File: src/rtl/hamming72_decoder.sv
`default_nettype none
// +--------------------------------------------------------------------------+
// | hamming72_decoder: 2-stage SECDED decoder for a 72-bit extended Hamming   |
// | codeword with valid/ready handshakes. Option: HAMMING_DEC_STATS_EN.       |
// | Revision: 1.0                                                             |
// +--------------------------------------------------------------------------+
module hamming72_decoder #(
  parameter int CNT_W = 16
) (
  input  logic             clk,
  input  logic             rst_n,
  input  logic             in_valid,
  output logic             in_ready,
  input  logic [71:0]      code_in,
  output logic             out_valid,
  input  logic             out_ready,
  output logic [63:0]      data_out,
  output logic             err_single,
  output logic             err_double,
  output logic [6:0]       syndrome,
  input  logic             clr_counts,
  output logic [CNT_W-1:0] sec_count,
  output logic [CNT_W-1:0] ded_count
);

  // Syndrome bit k covers every code position whose index has bit k set.
  localparam logic [71:0] C_SYN_M0 = 72'hAA_AAAA_AAAA_AAAA_AAAA;
  localparam logic [71:0] C_SYN_M1 = 72'hCC_CCCC_CCCC_CCCC_CCCC;
  localparam logic [71:0] C_SYN_M2 = 72'hF0_F0F0_F0F0_F0F0_F0F0;
  localparam logic [71:0] C_SYN_M3 = 72'h00_FF00_FF00_FF00_FF00;
  localparam logic [71:0] C_SYN_M4 = 72'h00_FFFF_0000_FFFF_0000;
  localparam logic [71:0] C_SYN_M5 = 72'h00_FFFF_FFFF_0000_0000;
  localparam logic [71:0] C_SYN_M6 = 72'hFF_0000_0000_0000_0000;

  logic        s1_valid_q;
  logic [63:0] s1_data_q;
  logic [6:0]  s1_syn_q;
  logic        s1_par_q;

  logic        out_valid_q;
  logic [63:0] data_q;
  logic        single_q;
  logic        double_q;
  logic [6:0]  syn_q;

  logic [6:0]  syn_d;
  logic        par_d;
  logic [63:0] raw_d;
  logic [71:0] flip_vec_d;
  logic [63:0] flip_data_d;
  logic        single_d;
  logic        double_d;
  logic [63:0] data_d;
  logic        s2_ready_d;
  logic        unused_flip;

  assign s2_ready_d = !out_valid_q || out_ready;
  assign in_ready   = !s1_valid_q || s2_ready_d;

  always_comb begin
    syn_d[0] = ^(code_in & C_SYN_M0);
    syn_d[1] = ^(code_in & C_SYN_M1);
    syn_d[2] = ^(code_in & C_SYN_M2);
    syn_d[3] = ^(code_in & C_SYN_M3);
    syn_d[4] = ^(code_in & C_SYN_M4);
    syn_d[5] = ^(code_in & C_SYN_M5);
    syn_d[6] = ^(code_in & C_SYN_M6);
    par_d    = ^code_in;
    raw_d    = {code_in[71:65], code_in[63:33], code_in[31:17],
                code_in[15:9], code_in[7:5], code_in[3]};
  end

  // A syndrome of 0 with odd parity points at bit 0, which carries no data,
  // so the flip mask naturally leaves the data untouched in that case.
  always_comb begin
    flip_vec_d  = 72'd1 << s1_syn_q;
    flip_data_d = {flip_vec_d[71:65], flip_vec_d[63:33], flip_vec_d[31:17],
                   flip_vec_d[15:9], flip_vec_d[7:5], flip_vec_d[3]};
    single_d    = s1_par_q && (s1_syn_q <= 7'd71);
    double_d    = s1_par_q ? (s1_syn_q > 7'd71) : (s1_syn_q != 7'd0);
    data_d      = s1_data_q ^ (single_d ? flip_data_d : 64'd0);
  end

  assign unused_flip = ^{flip_vec_d[64], flip_vec_d[32], flip_vec_d[16],
                         flip_vec_d[8], flip_vec_d[4], flip_vec_d[2:0]};

  always_ff @(posedge clk or negedge rst_n) begin
    if (!rst_n) begin
      s1_valid_q  <= 1'b0;
      s1_data_q   <= 64'd0;
      s1_syn_q    <= 7'd0;
      s1_par_q    <= 1'b0;
      out_valid_q <= 1'b0;
      data_q      <= 64'd0;
      single_q    <= 1'b0;
      double_q    <= 1'b0;
      syn_q       <= 7'd0;
    end else begin
      if (in_ready) begin
        s1_valid_q <= in_valid;
        if (in_valid) begin
          s1_data_q <= raw_d;
          s1_syn_q  <= syn_d;
          s1_par_q  <= par_d;
        end
      end
      if (s2_ready_d) begin
        out_valid_q <= s1_valid_q;
        if (s1_valid_q) begin
          data_q   <= data_d;
          single_q <= single_d;
          double_q <= double_d;
          syn_q    <= s1_syn_q;
        end
      end
    end
  end

  assign out_valid  = out_valid_q;
  assign data_out   = data_q;
  assign err_single = single_q;
  assign err_double = double_q;
  assign syndrome   = syn_q;

`ifdef HAMMING_DEC_STATS_EN
  localparam logic [CNT_W-1:0] C_CNT_MAX = '1;

  logic [CNT_W-1:0] sec_q;
  logic [CNT_W-1:0] ded_q;
  logic             fire_d;

  assign fire_d = out_valid_q && out_ready;

  // Clear takes priority; an increment in the same cycle is dropped.
  always_ff @(posedge clk or negedge rst_n) begin
    if (!rst_n) begin
      sec_q <= '0;
      ded_q <= '0;
    end else if (clr_counts) begin
      sec_q <= '0;
      ded_q <= '0;
    end else if (fire_d) begin
      if (single_q && (sec_q != C_CNT_MAX)) sec_q <= sec_q + 1'b1;
      if (double_q && (ded_q != C_CNT_MAX)) ded_q <= ded_q + 1'b1;
    end
  end

  assign sec_count = sec_q;
  assign ded_count = ded_q;
`else
  logic unused_clr;
  assign unused_clr = clr_counts;
  assign sec_count  = '0;
  assign ded_count  = '0;
`endif

endmodule
`default_nettype wire
File: config.mk
export PLATFORM = sky130hd
export DESIGN_NAME = hamming72_decoder
export DESIGN_NICKNAME = d
export VERILOG_FILES = /design/src/rtl/hamming72_decoder.sv
export SDC_FILE = /design/constraint.sdc
export NUM_CORES = 1
export LEC_CHECK = 0
export CORE_ASPECT_RATIO = 1.25
export CORE_UTILIZATION = 47
export CTS_CLUSTER_SIZE = 8
export DETAILED_ROUTE_END_ITERATION = 6
export PLACE_DENSITY = 0.76
export SLEW_MARGIN = 10
export SYNTH_ARGS = -nofsm -noshare
export SYNTH_HDL_FRONTEND = slang
export SYNTH_SLANG_ARGS = --single-unit
File: constraint.sdc
create_clock -name clk -period 3.7 [get_ports clk]
set_clock_uncertainty 0.15 [all_clocks]
set_input_delay 1.11 -clock clk [delete_from_list [all_inputs] [get_ports clk]]
set_output_delay 1.11 -clock clk [all_outputs]
set_load 0.02 [all_outputs]
==> metrics.md, run 1 <==
| Metric | Value |
|---|---|
| Outcome | finished clean |
| Postcts setup bufs | 0 |
| Post-CTS Resized | 0 |
| Crit Path Class | in -> out |
| Mux contribution to synthesized area | between 10% and 20% |
| Worst slew margin | 39.9% |
| Pleak | 4.06 nW |
| P per Cell Area | 648 nW/µm² |
| Switch Pwr | 2.15 mW |
| Synth Register Bits | 147 |
| Std cell rows | 52 |
| Initial DRC count | 249 |
| Worst min path class | reg -> reg |
| Register cell area after layout | about 3700 µm² |
| CTS tree | done |
| Combinational Power Share | between 30% and 40% |
| Core ar. | 16200 µm² |
| DR vias | 5605 |
| # clock sinks | 147 |
| Largest net degree at the start of global routing | 81 |
| Count of different cell masters after synthesis | 30 |
| Final wirelength | between 15000 and 20000 µm |
| DRC Markers | 0 |
| Detail Route Antenna Nets | 0 |
| Antenna violations before repair | 0 |
| H-tree depth | 4 |
| Initial Util | 48.1% |
| # diodes | 0 |
| Total Die Area | 17100 µm² |
| Crit-path max FO | 3 |
| Overall Power | ~6.6 mW |
| Top cells by area, synth | dfrtp_1 (47%), xnor2_1 (15%), mux2_2 (10%), xor2_1 (7.5%), nand2_1 (6.3%) |
| Share of layout cells above drive strength 1 | 13.3% |
| Multi-input logic area | 3870 µm² |
| CP max-delay cell | clkdlybuf4s50_1 |
| Slowest stage delay, CP | 630 ps |
| Minimum clock period | about 3600 ps |
| Inserted Clock Buffers | 17 |
| Die width | 117 µm |
| Hold Slack | roughly 330 ps |
| Worst IR Drop VDD | 0.312 mV |
| Setup crit start kind | primary input |
| Post-Synth XOR/XNOR Area | between 20% and 30% |
| Arr. time, crit path | approximately 2400 ps |
| Drt first pass iters | 6 |
| Vias in the first global route | 5686 |
| Synth top area share | 47.2% |
| Final Max Tran Viols | 0 |
| Worst-Margin Slew | about 900 ps |
| Worst-path clk slew | 60 ps |
| Routed len/inst | 17.3 µm |
| Simple-gate share of the synthesized area | 10.3% |
| Final setup violation count | 0 |
| Synth area leader | dfrtp_1 |
| Gpl congestion | a little under 0.9 |
| Max-cap violations | 0 |
| Sum of net half-perimeters after detailed placement | 14600 µm |
| All-Layer GR Usage | 24.8% |
| Endpoints failing hold | 0 |
| Synth Area per Inst | ~10 µm² |
| Fill count | 1322 |
| Fmax | between 0.2 and 0.3 GHz |
| Compound-Gate Fraction of Synth Area | 5.04% |
| Number of warnings issued by yosys | 0 |
| Cell internal pwr | 4.45 mW |
| IO Count | 184 |
| RSZ-0062 raised after global routing | false |
| Layout area overhead | 30.7% |
| Fin Setup TNS | 0 ps |
| Critical path required time | ~2400 ps |
| Cts hold-fix bufs | 0 |
| Clock share of power | a little under a third |
| Grt total ovfl | 0 |
| Crit-path cells | clkdlybuf4s50_1, nand3b_1, clkdlybuf4s50_1 |
| Vias/cell | 4.95 |
| CP Capture Type | output pin |
| Crit share post-route | 97.7% |
| Root buf cell | clkbuf_16 |
| Sequential share of power | 34.6% |
| Cell mode on critical path | clkdlybuf4s50_1 |
| Die height | 146 µm |
| Final layout net count | 981 |
| Switching part of the total power | between 30 and 40% |
| Port bufs | 150 |
| First-pass GRT wire length | 30700 µm |
| Sequential area share after synthesis | 47.2% |
| Post-Syn Area | 7790 µm² |
| Adder-Cell Fraction of Synth Area | 0% |
| Mapped Cells | 754 |
| Clock Path Buffers | 2 |
| Clk_lat worst skew | ~430 ps |
| Largest family of logic cells by synthesized area | XOR/XNOR gates |
==> synthesized netlist by cell type, drive strengths merged <==
library cell / number
o21ai: 76
o31ai: 1
and3b: 1
mux2: 70
nand2b: 5
conb: 1
and3: 1
xor2: 67
nor3b: 1
nor3: 6
inv: 1
nand4: 1
nor2: 36
and2: 1
or3: 2
nor4: 1
xnor2: 129
or2: 3
xnor3: 2
nor2b: 1
nand3b: 2
buf: 38
nand3: 2
or3b: 1
a21oi: 1
dfrtp: 147
nand2: 131
clkbuf: 26
==> final cells by class <==
| class | instances | area share [%] |
|---|---|---|
| clock buffers | 18 | 4.21 |
| clock inverters | 14 | 2.78 |
| inverters | 1 | 0.0369 |
| multi-input cells | 573 | 38.0 |
| flip-flops and latches | 147 | 36.1 |
| well taps | 216 | 2.65 |
| repair buffers | 164 | 16.2 |
==> layout by cell type (no fill, tap or decap), types with 17 or more instances in the layout <==
master / synthesis / layout
xor2_1: 67 / 67
nand2_1: 131 / 129
xnor2_1: 129 / 129
nor2_1: 36 / 36
clkbuf_16: 0 / 17
clkdlybuf4s50_1: 0 / 149
conb_1: 1 / 32
mux2_2: 70 / 70
o21ai_0: 75 / 75
dfrtp_1: 147 / 147
==> critical path: cells and delay by family <==
kind	cells	cell delay [ps]
buffers and inverters	2	1090
and+or+nand+nor	1	160
==> power by group through the flow <==
| stage | combinational (mW) | clock [mW] | sequential, mW |
|---|---|---|---|
| final | 2.24 | 2.08 | 2.28 |
| after global routing | 2.42 | 2.17 | 2.32 |
| after CTS | 2.26 | 2.11 | 2.28 |
| after detailed placement | 2.25 | 0 | 2.30 |
| after global placement | 2.21 | 0 | 2.29 |
| after floorplan | 1.26 | 0 | 2.41 |
==> flip-flops by register name, summed over array words and instances (netlist names) <==
signal,cells
s1_syn_q,7
err_double,1
s1_valid_q,1
s1_data_q,64
err_single,1
out_valid,1
s1_par_q,1
syndrome,7
data_out,64
==> kinds of logic after synthesis <==
| kind of cell | count (synthesis) |
|---|---|
| other cells | 1 |
| mux | 70 |
| xor+xnor | 198 |
| flops | 147 |
| compound gates | 78 |
| buf+inv | 65 |
| simple gates | 195 |
==> worst paths after layout <==
| path | from | end | slack (ps) | cells past startpoint |
|---|---|---|---|---|
| min reg2reg | data_out[53] | data_out[53] | 330 | 2 |
| min in group asynchronous | rst_n | data_out[20] | 470 | 1 |
| max in group asynchronous | rst_n | data_out[47] | 2210 | 2 |
| min | data_out[53] | data_out[53] | 330 | 2 |
| max | out_ready | in_ready | 90 | 3 |
| max reg2reg | s1_syn_q[3] | data_out[50] | 1160 | 7 |
==> per-layer routing <==
metal  global-route usage (%)  vias to the layer above  share of wire (%)
met3                     5.41                       51                5.0
met1                     30.4                     2678                 41
met2                     40.3                      191                 50
li1                         -                     2685                  -
met4                     12.9                        0                4.2
met5                        0                        -                  0
==> per-stage QoR <==
step	utilization, %	setup slack [ps]	cells	cell area [µm²]
5_1_grt	62.9	35.4	1133	10200
3_3_place_gp	58.5	96.2	1101	9470
3_5_place_dp	58.5	85.6	1101	9470
6_report	62.9	85.4	1133	10200
2_1_floorplan	-	898	785	7910
4_1_cts	62.9	77.3	1133	10200
No activity file was read; power rests on OpenSTA's default activity.
==> inputs of run 2 (changes only) <==
--- a/config.mk
+++ b/config.mk
@@ -5,11 +5,12 @@
 export SDC_FILE = /design/constraint.sdc
 export NUM_CORES = 1
 export LEC_CHECK = 0
+export ABC_AREA = 1
 export CORE_ASPECT_RATIO = 1.25
-export CORE_UTILIZATION = 47
+export CORE_UTILIZATION = 50
 export CTS_CLUSTER_SIZE = 8
 export DETAILED_ROUTE_END_ITERATION = 6
-export PLACE_DENSITY = 0.76
+export PLACE_DENSITY = 0.78
 export SLEW_MARGIN = 10
 export SYNTH_ARGS = -nofsm -noshare
 export SYNTH_HDL_FRONTEND = slang
==> run 2 against run 1 <==
  * Maximum frequency grew 1.8%
  * Critical path depth grew 1
  * Sequential share of layout area shrank 2.8 points
  * Power shrank 1.1%
  * Setup slack gained 65 ps
==> metrics.md, run 2 <==
| Metric | Value |
|---|---|
| # diodes | 0 (unchanged) |
| Fin Setup TNS | 0 ps (unchanged) |
| All-Layer GR Usage | 25.7% (+0.93 points) |
| Final wirelength | 22700 µm (+16%) |
| Critical path required time | 2440 ps (about the same) |
| Crit-path cells | clkdlybuf4s50_1, inv_1, nand3_1, clkdlybuf4s50_1 |
| Mapped Cells | 1200 (+59%) |
| Worst IR Drop VDD | 0.372 mV (+19%) |
| Arr. time, crit path | 2290 ps (-60 ps) |
| Worst reg2reg setup slack | 1430 ps (+270 ps) |
| Top cells by area, synth | dfrtp_1 (42%), nand2_1 (23%), xor2_1 (8.3%), xnor2_1 (5.9%), o21ai_0 (4.2%) |
| Crit-path max FO | 2 (-1) |
| CP Depth | 4 (+1) |
| Crit share post-route | 95.9% (-1.7 points) |
| Fmax | 0.282 GHz (+1.8%) |
| Antenna violations before repair | 0 (unchanged) |
| WP buf/inv | 3 (+1) |
| Worst R2R Path Depth | 8 (+1) |
| P per Cell Area | 591 nW/µm² (-8.8%) |
| Sequential area share after synthesis | 41.6% (-5.6 points) |
| Final setup violation count | 0 (unchanged) |
| Worst slew margin | 37.8% (-2.1 points) |
| Drt first pass iters | 5 (-1) |
| Worst-Margin Slew | 927 ps (+33.4 ps) |
| # clock sinks | 147 (unchanged) |
| Layout area overhead | 25.0% |
| Routed len/inst | 14.3 µm (-17%) |
| Gpl congestion | 0.912 (+4.9%) |
| Placed Area | 10500 µm² (+10%) |
| Slowest stage delay, CP | 600 ps (-30 ps) |
| Final layout net count | 1420 (+45%) |
| Clock Path Buffers | 2 (unchanged) |
| IO Count | 184 (unchanged) |
| Root buf cell | clkbuf_16 |
| Worst min path class | reg -> reg |
| Endpoints failing hold | 0 (unchanged) |
| Postcts setup bufs | 0 (unchanged) |
| Share of layout cells above drive strength 1 | 5.83% (-7.5 points) |
| Std cell rows | 54 (+3.8%) |
| Pleak | 5.33 nW (+32%) |
| DRC Markers | 0 (unchanged) |
| Synth cell count leaders | nand2_1 (536), dfrtp_1 (147), inv_1 (84), xor2_1 (84), o21ai_0 (75) |
| Synth area leader | dfrtp_1 |
| Design area | 11000 µm² (+8.5%) |
| Core ar. | 17400 µm² (+7.2%) |
| Most common cell in the netlist | nand2_1 |
| Hold path cells | 2 (unchanged) |
| Post-CTS Resized | 0 (unchanged) |
| Worst reg2reg path startpoint | s1_syn_q[3] |
| Vias in the first global route | 7340 (+29%) |
| Grt total ovfl | 0 (unchanged) |
| Place WS | 155 ps (+69.2 ps) |
| Initial DRC count | 517 (+110%) |
| First-pass GRT wire length | 35900 µm (+17%) |
| CP Capture Type | output pin |
| H-tree depth | 4 (unchanged) |
| Worst-path clk slew | 60 ps (about the same) |
| Setup ws final | 150 ps (+64.7 ps) |
| Ys flop type | dfrtp_1 |
| Setup crit start | out_ready |
| Synth Register Bits | 147 (unchanged) |
| Count of different cell masters after synthesis | 30 (unchanged) |
| Final Max Tran Viols | 0 (unchanged) |
| Setup crit start kind | primary input |
| Number of warnings issued by yosys | 0 (unchanged) |
| Outcome | finished clean |
| Final Util | 63.6% (+0.75 points) |
| Crit Path Class | in -> out |
| Cts hold-fix bufs | 0 (unchanged) |
| Synth top area share | 41.6% (-5.6 points) |
| Max-cap violations | 0 (unchanged) |
| Initial Util | 50.9% (+2.8 points) |
| Synth Area per Inst | 7.36 µm² (-29%) |
| CP max-delay cell | clkdlybuf4s50_1 |
| Minimum clock period | 3550 ps (-64.7 ps) |
| CTS tree | done |
| Sum of net half-perimeters after detailed placement | 17600 µm (+20%) |
| Post-Syn Area | 8830 µm² (+13%) |
| Cell mode on critical path | clkdlybuf4s50_1 |
| Inserted Clock Buffers | 17 (unchanged) |
| Worst path top cell family by delay | buffers and inverters |
| Vias/cell | 4.95 (+0.14%) |
| RR Endpoint | data_out[18] |
| Port bufs | 150 (unchanged) |
| Total Die Area | 18200 µm² (+6.5%) |
| Share of flip-flops with an asynchronous set or reset | 100% (unchanged) |
| Worst setup endpoint | in_ready |
| Most frequent cells in the layout | nand2_1 (534), clkdlybuf4s50_1 (149), dfrtp_1 (147), inv_1 (84), xor2_1 (84) |
| Clk_lat worst skew | 420 ps (about the same) |
| Die height | 151 µm (+3.2%) |
| Largest net degree at the start of global routing | 89 (+9.9%) |
| Overall Power | 6.53 mW (-1.1%) |
| DR vias | 7827 (+40%) |
| Post-synth EDFFs | 0 (unchanged) |
| Detail Route Antenna Nets | 0 (unchanged) |
| Die width | 121 µm (+3.2%) |
| Commonest non-fill, non-tap cell in the layout | nand2_1 |
| RSZ-0062 raised after global routing | false |
[run 2: kinds of logic after synthesis]
group | after synthesis | synth area share [%]
DFF | 147 | 41.6
other | 1 | 0.0425
and+or+nand+nor | 629 | 28.4
xor gates and xnor gates | 147 | 14.8
buffers and inverters | 159 | 8.43
AOI/OAI and AO/OA | 117 | 6.70
[run 2: per-stage QoR]
step	hold slack, ps	instances
after global placement	316	1548
after detailed placement	322	1548
after global routing	358	1580
final	335	1580
after CTS	340	1580
after floorplan	318	1231
[run 2: power breakdown]
| part | switching, mW | total, mW | internal (mW) |
|---|---|---|---|
| Sequential | 0.349 | 2.36 | 2.01 |
| Combinational | 1.44 | 2.45 | 1.01 |
| Clock | 0.737 | 1.72 | 0.985 |
| Total | 2.53 | 6.53 | 4.00 |
[run 2: worst min-delay path by stage]
stage / from / endpoint / slack [ps]
after global routing: data_out[17] / data_out[17] / 360
after global placement: data_out[0] / data_out[0] / 320
final: syndrome[4] / syndrome[4] / 330
after floorplan: s1_data_q[26] / s1_data_q[26] / 320
after detailed placement: data_out[14] / data_out[14] / 320
after CTS: syndrome[4] / syndrome[4] / 340
[run 2: worst reg2reg max path: stages (launching register included)]
cell and delay [ps]:
dfrtp_1 540, nor2_1 200, o21ai_2 100, inv_4 200, nand2_4 150, nor3_2 320
nand2_1 130, xor2_1 260, o21ai_1 100
[run 2: layer usage]
metal | up-vias | track usage, % | share of wire (%) | wire length, µm
met5 | - | 0 | 0 | 0
met4 | 0 | 10.3 | 2.8 | 628
met3 | 42 | 2.84 | 3.6 | 819
met2 | 224 | 43.0 | 48 | 11000
met1 | 3646 | 34.1 | 45 | 10200
li1 | 3915 | - | - | -
[run 2: final cells by class]
type / instances / area [µm²]
clock buffers: 19 / 453
clock inverters: 13 / 139
fillers: 1550 / 6320
inverters: 90 / 340
multi-input cells: 925 / 4540
flip-flops and latches: 147 / 3680
well taps: 224 / 280
repair buffers: 162 / 1620
==> inputs of run 3 (changes only) <==
--- a/config.mk
+++ b/config.mk
@@ -6,11 +6,13 @@
 export NUM_CORES = 1
 export LEC_CHECK = 0
 export ABC_AREA = 1
+export CELL_PAD_IN_SITES_DETAIL_PLACEMENT = 0
+export CELL_PAD_IN_SITES_GLOBAL_PLACEMENT = 2
 export CORE_ASPECT_RATIO = 1.25
-export CORE_UTILIZATION = 50
+export CORE_UTILIZATION = 31
 export CTS_CLUSTER_SIZE = 8
 export DETAILED_ROUTE_END_ITERATION = 6
-export PLACE_DENSITY = 0.78
+export PLACE_DENSITY_LB_ADDON = 0.1
 export SLEW_MARGIN = 10
 export SYNTH_ARGS = -nofsm -noshare
 export SYNTH_HDL_FRONTEND = slang
==> run 3 against run 2 <==
  * First-iteration DRC count down 31%
  * Sequential share of layout area down 0.55 points
  * Power up 0.79%
  * Count of clock-buffer cells in the layout up 4
  * Critical path depth unchanged
  * Sequential power about the same
  * Global-route usage down 7.2 points
==> metrics.md, run 3 (synthesized netlist as in run 2, its figures left out) <==
| Metric | Value |
|---|---|
| CTS tree | done |
| Worst IR Drop VDD | 0.254 mV (-32%) |
| Drt first pass iters | 4 (-1) |
| DR vias | 7414 (-5.3%) |
| Minimum clock period | 3580 ps (+26.9 ps) |
| Final wirelength | 26000 µm (+15%) |
| Met2 routed WL | 11900 µm (+8.0%) |
| CP max-delay cell | clkdlybuf4s50_1 |
| Arr. time, crit path | 2320 ps (+30 ps) |
| Max-cap violations | 0 (unchanged) |
| Cell internal pwr | 4.10 mW (+2.4%) |
| Postcts setup bufs | 0 (unchanged) |
| Final cell count without fillers | 1704 (+7.8%) |
| Sum of net half-perimeters after detailed placement | 20700 µm (+18%) |
| Die height | 191 µm (+27%) |
| Share of layout cells above drive strength 1 | 5.61% (-0.21 points) |
| P per Cell Area | 586 nW/µm² (-0.88%) |
| H-tree depth | 4 (unchanged) |
| Multi-input logic area | 4540 µm² (+0.11%) |
| WP buf/inv | 3 (unchanged) |
| Worst slew margin | 30.8% (-7.0 points) |
| Gpl congestion | 0.819 (-10%) |
| Initial DRC count | 357 (-31%) |
| Worst min path class | reg -> reg |
| Top sig layer | met4 |
| Final layout net count | 1419 (-0.070%) |
| Crit Path Class | in -> out |
| Fin Setup TNS | 0 ps (unchanged) |
| Std cell rows | 68 (+26%) |
| Vias in the first global route | 7171 (-2.3%) |
| Core ar. | 27800 µm² (+60%) |
| All-Layer GR Usage | 18.6% (-7.2 points) |
| Endpoints failing hold | 0 (unchanged) |
| Slowest stage delay, CP | 610 ps (about the same) |
| Sequential share of power | 35.8% (-0.4 points) |
| Crit-path cells | clkdlybuf4s50_1, inv_1, nand3_1, clkdlybuf4s50_1 |
| DRC Markers | 0 (unchanged) |
| Design area | 11200 µm² (+1.7%) |
| M1 WL | 13000 µm (+27%) |
| First-pass GRT wire length | 40800 µm (+14%) |
| Final Util | 40.4% (-23 points) |
| Clk_lat worst skew | 430 ps (about the same) |
| Placed Area | 10600 µm² (+1.7%) |
| CP Capture Type | output pin |
| Crit share post-route | 96.7% (+0.73 points) |
| Commonest non-fill, non-tap cell in the layout | nand2_1 |
| DP Cell Count | 1673 (+8.1%) |
| Overall Power | 6.58 mW (+0.79%) |
| Hold Slack | 332 ps (-2.98 ps) |
| Layout area overhead | 27.2% |
| Root buf cell | clkbuf_16 |
| Switching part of the total power | 37.7% (-0.98 points) |
| Post-CTS Resized | 0 (unchanged) |
| Crit-path max FO | 2 (unchanged) |
| Clock share of power | 26.7% (+0.3 points) |
| Switch Pwr | 2.48 mW (-1.8%) |
| Die width | 153 µm (+27%) |
| Pleak | 5.34 nW (+0.13%) |
| Setup ws final | 123 ps (-26.9 ps) |
| Outcome | finished clean |
| Antenna violations before repair | 0 (unchanged) |
| IO Count | 184 (unchanged) |
| Inserted Clock Buffers | 17 (unchanged) |
| Combinational Power Share | 37.5% (about the same) |
| Setup crit start kind | primary input |
| Vias/cell | 4.35 (-12%) |
| Fmax | 0.280 GHz (-0.75%) |
| Initial Util | 31.8% (-19 points) |
| Register cell area after layout | 3680 µm² (unchanged) |
| Total Die Area | 29200 µm² (+60%) |
| RSZ-0062 raised after global routing | false |
| Final Max Tran Viols | 0 (unchanged) |
| Cts hold-fix bufs | 0 (unchanged) |
| Final setup violation count | 0 (unchanged) |
| Worst-Margin Slew | 1030 ps (+105 ps) |
| Fill count | 2970 (+92%) |
| Most frequent cells in the layout | nand2_1 (534), clkdlybuf4s50_1 (149), dfrtp_1 (147), inv_1 (84), xor2_1 (84) |
| Routed len/inst | 15.2 µm (+6.3%) |
| Grt total ovfl | 0 (unchanged) |
| Largest net degree at the start of global routing | 71 (-20%) |
| Place WS | 133 ps (-22.0 ps) |
| Clock Path Buffers | 2 (unchanged) |
| Critical path required time | 2440 ps (about the same) |
| Detail Route Antenna Nets | 0 (unchanged) |
| Cell mode on critical path | clkdlybuf4s50_1 |
| Worst path top cell family by delay | buffers and inverters |
| Met3 wire len | 679 µm (-17%) |
| Port bufs | 150 (unchanged) |
| # clock sinks | 147 (unchanged) |
| Worst-path clk slew | 50 ps (about the same) |
| # diodes | 0 (unchanged) |
run 3: changes by cell type in the layout (fill, tap and decap cells not counted):
cell,change
nand2_2,-1
clkinvlp_4,+1
inv_8,-3
inv_6,-3
clkinv_2,+2
nand2_4,+1
clkbuf_8,+3
buf_4,-3
clkbuf_1,+1
clkinv_4,-3
buf_12,+2
bufinv_16,+1
run 3: layout make-up:
type / count / share of cell area, %
clock buffers: 23 / 4.43
clock inverters: 8 / 0.891
inverters: 90 / 3.03
multi-input cells: 925 / 40.4
flip-flops and latches: 147 / 32.8
well taps: 350 / 3.90
repair buffers: 161 / 14.6
run 3: power groups by stage:
stage	Combinational [mW]	Clock (mW)	Sequential, mW
CTS	2.51	1.80	2.36
detailed placement	2.50	0	2.39
floorplan	1.19	0	2.59
global placement	2.48	0	2.39
finish	2.47	1.75	2.36
global route	2.74	1.87	2.41
run 3: path summary, 6_finish.rpt:
check	start	to	slack, ps	depth (start not counted)
worst max-delay path	out_ready	in_ready	120	4
worst min-delay path	data_out[57]	data_out[57]	330	2
max in group asynchronous	rst_n	s1_data_q[4]	2160	2
worst min register to register	data_out[57]	data_out[57]	330	2
min in group asynchronous	rst_n	data_out[47]	560	1
worst max register to register	s1_syn_q[6]	data_out[11]	1440	4
run 3: worst min-delay path, cell delays in order (launching register included):
cell and delay (ps):
dfrtp_1 340, nand2_1 50, o21ai_0 50
run 3: per-layer routing:
metal / GRT usage (%) / vias up
li1: - / 3906
met3: 2.55 / 23
met5: 0 / -
met4: 6.57 / 0
met2: 29.5 / 152
met1: 25.8 / 3333
